<file path="config.mk">
export PLATFORM = sky130hd
export DESIGN_NAME = dispense_timer
export DESIGN_NICKNAME = d
export VERILOG_FILES = /design/src/rtl/dispense_timer.sv
export SDC_FILE = /design/constraint.sdc
export NUM_CORES = 1
export LEC_CHECK = 0
export BUFFER_PORTS_ARGS = -buffer_cell sky130_fd_sc_hd__buf_4
export CAP_MARGIN = 0
export CORE_ASPECT_RATIO = 0.75
export CORE_MARGIN = 2
export CORE_UTILIZATION = 62
export CTS_CLUSTER_SIZE = 12
export DETAILED_ROUTE_END_ITERATION = 10
export HOLD_SLACK_MARGIN = 0.12
export PLACE_DENSITY_LB_ADDON = 0.12
export SKIP_LAST_GASP = 1
export SLEW_MARGIN = 20
export SYNTH_ARGS = -nofsm -noshare
export SYNTH_HDL_FRONTEND = slang
export SYNTH_SLANG_ARGS = --single-unit
</file>
<file path="constraint.sdc">
create_clock -name clk -period 5.9 [get_ports clk]
set_clock_uncertainty 0.05 [all_clocks]
set_input_delay 0 -clock clk [delete_from_list [all_inputs] [get_ports clk]]
set_output_delay 0 -clock clk [all_outputs]
set_load 0.05 [all_outputs]
</file>
<file path="src/rtl/dispense_timer.sv">
// rtl/dispense_timer.sv - per-ingredient dispense timer with prescaled countdown and pause
module dispense_timer #(
    parameter int CNT_W     = 8,
    parameter int PRE_W     = 16,
    parameter int PRESCALE  = 50000,
    parameter int DUR_AGUA  = 20,
    parameter int DUR_CAFE  = 10,
    parameter int DUR_MILK  = 8,
    parameter int DUR_CHOCO = 6,
    parameter int DUR_AZUC  = 4
) (
    input  logic             clk,
    input  logic             reset,
    input  logic             start_timer,
    input  logic [2:0]       ing_type,
    input  logic             pause,
    output logic             t_expired,
    output logic             busy,
    output logic [CNT_W-1:0] remaining,
    output logic [2:0]       cur_ing
);

    localparam logic [0:0] IDLE = 1'b0;
    localparam logic [0:0] RUN  = 1'b1;

    logic [0:0]       state_q, state_d;
    logic             start_q;
    logic [PRE_W-1:0] pre_q, pre_d;
    logic [CNT_W-1:0] rem_q, rem_d;
    logic [2:0]       cur_q, cur_d;
    logic             exp_q, exp_d;

    logic             start_acc;
    logic             tick;
    logic [CNT_W-1:0] dur;

    assign start_acc = start_timer & ~start_q;
    assign tick      = (state_q == RUN) && !pause && (pre_q == PRE_W'(PRESCALE - 1));

    always_comb begin
        dur = '0;
        case (ing_type)
            3'b000:  dur = CNT_W'(DUR_AGUA);
            3'b001:  dur = CNT_W'(DUR_CAFE);
            3'b010:  dur = CNT_W'(DUR_MILK);
            3'b011:  dur = CNT_W'(DUR_CHOCO);
            3'b100:  dur = CNT_W'(DUR_AZUC);
            default: dur = '0;
        endcase
    end

    // An accepted start always takes priority, which also covers restart and
    // a start landing on the final tick of the previous dispense.
    always_comb begin
        state_d = state_q;
        pre_d   = pre_q;
        rem_d   = rem_q;
        cur_d   = cur_q;
        exp_d   = 1'b0;
        if (start_acc) begin
            cur_d = ing_type;
            pre_d = '0;
            if (dur != '0) begin
                state_d = RUN;
                rem_d   = dur;
            end else begin
                state_d = IDLE;
                rem_d   = '0;
                exp_d   = 1'b1;
            end
        end else if ((state_q == RUN) && !pause) begin
            if (tick) begin
                pre_d = '0;
                if (rem_q <= CNT_W'(1)) begin
                    rem_d   = '0;
                    state_d = IDLE;
                    exp_d   = 1'b1;
                end else begin
                    rem_d = rem_q - CNT_W'(1);
                end
            end else begin
                pre_d = pre_q + PRE_W'(1);
            end
        end
    end

    always_ff @(posedge clk or negedge reset) begin
        if (!reset) begin
            state_q <= IDLE;
            start_q <= 1'b0;
            pre_q   <= '0;
            rem_q   <= '0;
            cur_q   <= '0;
            exp_q   <= 1'b0;
        end else begin
            state_q <= state_d;
            start_q <= start_timer;
            pre_q   <= pre_d;
            rem_q   <= rem_d;
            cur_q   <= cur_d;
            exp_q   <= exp_d;
        end
    end

    assign t_expired = exp_q;
    assign busy      = (state_q == RUN);
    assign remaining = rem_q;
    assign cur_ing   = cur_q;

endmodule

</file>
# --- After elaboration in Yosys (flattened, before gate mapping) ---
# Index checks and enable logic that the tools add are counted.
# Widths: inputs -> output; s select.
op_classes:
  addsub: 2
  magnitude_cmp: 1
  eq_ne: 5
  mux: 19
  bitwise: 2
  reduce_logical: 10
ops:
  columns: ["op", "n"]
  rows:
  - ["$mux 16", 3]
  - ["$mux 8", 5]
  - ["$pmux 5 s5", 1]
  - ["$add 16x1->16 const B", 1]
  - ["$eq 16x16->1 const B", 1]
  - ["$mux 1", 10]
  - ["$le 8x1->1 const B", 1]
  - ["$reduce_bool 8->1", 1]
  - ["$sub 8x1->8 const B", 1]
  - ["$eq 3x2->1 const B", 2]
  - ["$reduce_bool 2->1", 3]
  - ["$eq 3x1->1 const B", 1]
  - ["$eq 3x3->1 const B", 1]
  - ["$logic_not 3->1", 1]
  - ["$reduce_and 3->1", 1]
  - ["$logic_and 1x1->1", 2]
  - ["$reduce_and 2->1", 1]
  - ["$and 1x1->1", 1]
  - ["$logic_not 1->1", 1]
  - ["$not 1->1", 1]
totals:
  reg_bits: 30
  wordCells: 45

# --- Logic depth before layout (Yosys ltp) ---
logic_depth:
  word_depth: 6
  ltp_mapped: 7
  ltp_nobuf: 6

# --- Worst setup path before layout ---
# OpenSTA, ideal clock, no wires.
synth_path:
  kind: "register -> register"
  from: "register rem_q[0] (netlist: remaining[0])"
  to: "register rem_q[2] (netlist: remaining[2])"
  setup_ps: 82
  t_arrival_ps: 2216
  required_time_ps: 5768
  path_slack_ps: 3553
  stages_incl_launch_ff: 8
  n_path_buf: 1
  period_less_slack_ps: 2347
  cell_sequence: "dfrtp_1 inv_1 ha_1 or2_1 and3_4 buf_6 or4_1 a31oi_1"
synth_between:
  elab_chain_cells: 5
  word_cells_on_any_way: 6
synth_rtl:
  columns: ["element", "line_no", "source"]
  rows:
  - ["start, declared", "29", "logic [CNT_W-1:0] rem_q, rem_d;"]
  - ["start signal, assigned", "99", "rem_q <= rem_d;"]
  - ["$sub 8x1->8 or $le 8x1->1 (tied branches)", "79, 74", null]
  - ["$mux 8 *", "74", "if (rem_q <= CNT_W'(1)) begin"]
  - ["$mux 8 *", "72", "if (tick) begin"]
  - ["$mux 8 *", "71", "end else if ((state_q == RUN) && !pause) begin"]
  - ["$mux 8 *", "60", "if (start_acc) begin"]
# Every way passes the cells marked *; elsewhere a longest branch is shown, timed or not. The select of a mux whose other input is x is not followed.
# A chain may end at the register's enable or synchronous reset.

# --- Worst setup path in the final report ---
layout_path:
  from: "register state_q (netlist: busy)"
  to: "register rem_q[0] (netlist: remaining[0])"
layout_between:
  elab_chain_cells: 4
  word_cells_on_any_way: 5
layout_rtl:
  columns: ["element", "line_no", "source"]
  rows:
  - ["start, declared", "26", "logic [0:0] state_q, state_d;"]
  - ["start signal, assigned", "96", "state_q <= state_d;"]
  - ["$logic_and 1x1->1 *", "38, 71", null]
  - ["$logic_and 1x1->1", "38", "assign tick = (state_q == RUN) && !pause && (pre_q == PRE_W'(PRESCALE - 1));"]
  - ["$reduce_bool 2->1 (no source line)", null, null]
  - ["$reduce_and 2->1 (no source line) *", null, null]
# Every way passes the cells marked *; elsewhere a longest branch is shown, timed or not.

==> flow_summary.toml <==
[placed_design]
hpwlAfterDp_um = 2580
dp.cells = 229
place.gp.congestion = 0.856
port_buffers = 19

[cts]
h-tree-depth = 2
cts.sinks = 30
cts_made_buffers = 5
postCtsSetupBuffers = 0
cts-root-buf = "clkbuf_8"
clock_latency_ns = 0.28
cts_buffer_depth = 2
cts_tree = "done"
cts_resized = 0
clk_pin_slew_worst_paths_ns = 0.06

[layout]
fillers = 181
drive_above_1_share_pct = 18.9
syn2layout_area_growth_pct = 18.3
diodes = 0
instances_no_fill = 242
nets = 216

[timing]
slew_viol_final = 0
slew-limit-headroom_pct = 49.8
tightest_slew_ns = 0.753
hold_viol_final = 0
rsz0062_at_grt = "no"
setup-violations-final = 0
fin_setup_tns_ns = 0
period_share_pct = 38.5
finalCriticalPeriod_ns = 2.27
clock.fmax_ghz = 0.440

[synthesis]
synth_warnings = 0
ys_top_cells_by_count = "dfrtp_1, nand2_1, a21oi_1"
async_flop_share_pct = 100
synth_area_leader_cell = "dfrtp_1"
synth_cell_types = 43
syn-cell-area_um2 = 1710
synth.net_count = 192
synth-main-ff-cell = "dfrtp_1"
synth_edf_count = 0
netlist_instances = 182
seq_area_frac_synth_pct = 44.0
synth_area_leaders = "dfrtp_1, nand2_1, a21oi_1"
synth-seq-cells = 30
synthDominantCellAreaShare_pct = 44.0
yosysMostFrequentCell = "dfrtp_1"
avgSynthCellArea_um2 = 9.38

[pwr]
comb_power_share_pct = 24.2
pwr-share-clk_pct = 35.7
power_density_nw_per_um2 = 290
total_power_uw = 586
p_seq_share_pct = 40.1
switchingPower_uw = 181
ir_drop_mv = 0.206
leakage_uw = 0.000872
internal_power_uw = 405
swShare_pct = 30.8

[min_path]
hold_path.class = "in2async"

[global_routing]
grt_pass1_vias = 1352
overflow = 0
antenna_found_initial = 0
grt_max_degree = 31
grtUsageTotal_pct = 26.7
grt_pass1_wl_um = 6460

[die]
start_util_pct = 65.1
die_x_um = 64.6
io_pins = 20
die_h_um = 49.5
coreArea_um2 = 2620
core.rowCount = 16
die_area_um2 = 3200

[setup_path]
crit_path_end_kind = "flip-flop"
critPathKind = "reg2reg"
critPathMaxFanout = 16
rrSetupSlack_ns = 3.63
worstSetupStartpointType = "flip-flop"
required_ns = 6.01
cp.arrival_ns = 2.38

[route]
first_pass_iters = 4
drt-vias-per-instance = 6.01
wire_per_inst_um = 15.7
initialDrtViolationCount = 87
final_antenna_net_count = 0
vias = 1454
drc_errors = 0
wl_um = 3800

[flow_run]
cap_violations = 0

[status]
status = "completed"
==> state kept, by name, summed over array words and instances (netlist names) <==
| signal | flops |
|---|---|
| start_q | 1 |
| remaining | 8 |
| busy | 1 |
| t_expired | 1 |
| cur_ing | 3 |
| pre_q | 16 |
==> final timing paths <==
path                                end  cells past startpoint         from
max                        remaining[0]                      4         busy
min                        remaining[7]                      2        reset
max reg2reg                remaining[0]                      4         busy
min reg2reg                  cur_ing[1]                      2   cur_ing[1]
max in group asynchronous    cur_ing[0]                      2        reset
min in group clk                start_q                      2  start_timer
==> repair_timing <==
item                       4_1_cts  5_1_grt
setup endpoints to repair        0        0
hold endpoints to repair        41        0
hold buffers                     6        0
==> worst max-delay path, stage by stage, from the launching register on <==
cell and delay (ns):
dfrtp_1 0.39, nor2b_1 0.47, nand4_2 0.25, o21ai_2 0.59
mux2_2 0.41
==> layout by cell type, fill, tap and decap left out, types with 3 or more instances in the layout <==
master         instances
a21oi_1               13
a31oi_1                3
buf_4                 20
clkbuf_8               6
dfrtp_1               30
dlygate4sd3_1          6
ha_1                   3
inv_1                  3
mux2i_1                3
nand2_1               21
nand3_1                7
nor2_1                12
nor2b_1                4
nor3_1                 4
nor4_1                 3
o21ai_0               10
o31ai_1                7
or3_1                  8
or4_1                  6
xor2_1                 5
==> cells by family after synthesis <==
logic type                 count (synthesis)  share of synthesized area, %
and+or+nand+nor                           80                          26.5
muxes                                      4                          2.42
adders and majority gates                  3                          2.20
xor gates and xnor gates                   7                          3.59
buffers and inverters                     12                          3.88
DFF                                       30                          44.0
AOI/OAI and AO/OA                         46                          17.4
==> power groups by stage <==
stage | clock network (uW) | logic [uW] | registers [uW]
floorplan | 0 | 63.1 | 272
global placement | 0 | 133 | 237
detailed placement | 0 | 135 | 238
CTS | 211 | 141 | 235
global route | 219 | 153 | 237
finish | 209 | 142 | 235
==> layer usage <==
layer	up-vias	GRT usage [%]	share of wire [%]
met5	-	0	0
li1	716	-	-
met4	0	8.87	1.2
met3	6	6.39	5.0
met2	41	38.4	44
met1	691	40.0	50
==> metrics by stage <==
stage	util (%)	hold slack [ns]	worst slack, ns	area, um^2
final	77.1	0.140	3.63	2020
after CTS	77.1	0.147	3.64	2020
after floorplan	-	-0.346	3.55	1710
after global routing	77.1	0.174	3.39	2020
after global placement	70.5	-0.107	3.77	1850
after detailed placement	70.5	-0.101	3.68	1850
==> area by class of cell <==
type	instances	area (um^2)	area share, %
Multi-Input combinational cell	140	891	44.1
Sequential cell	30	751	37.2
Timing Repair Buffer	26	210	10.4
Clock buffer	6	82.6	4.09
Tap cell	36	45.0	2.23
Clock inverter	1	30.0	1.49
Inverter	3	11.3	0.557
Power figures use the tool's default switching activity.
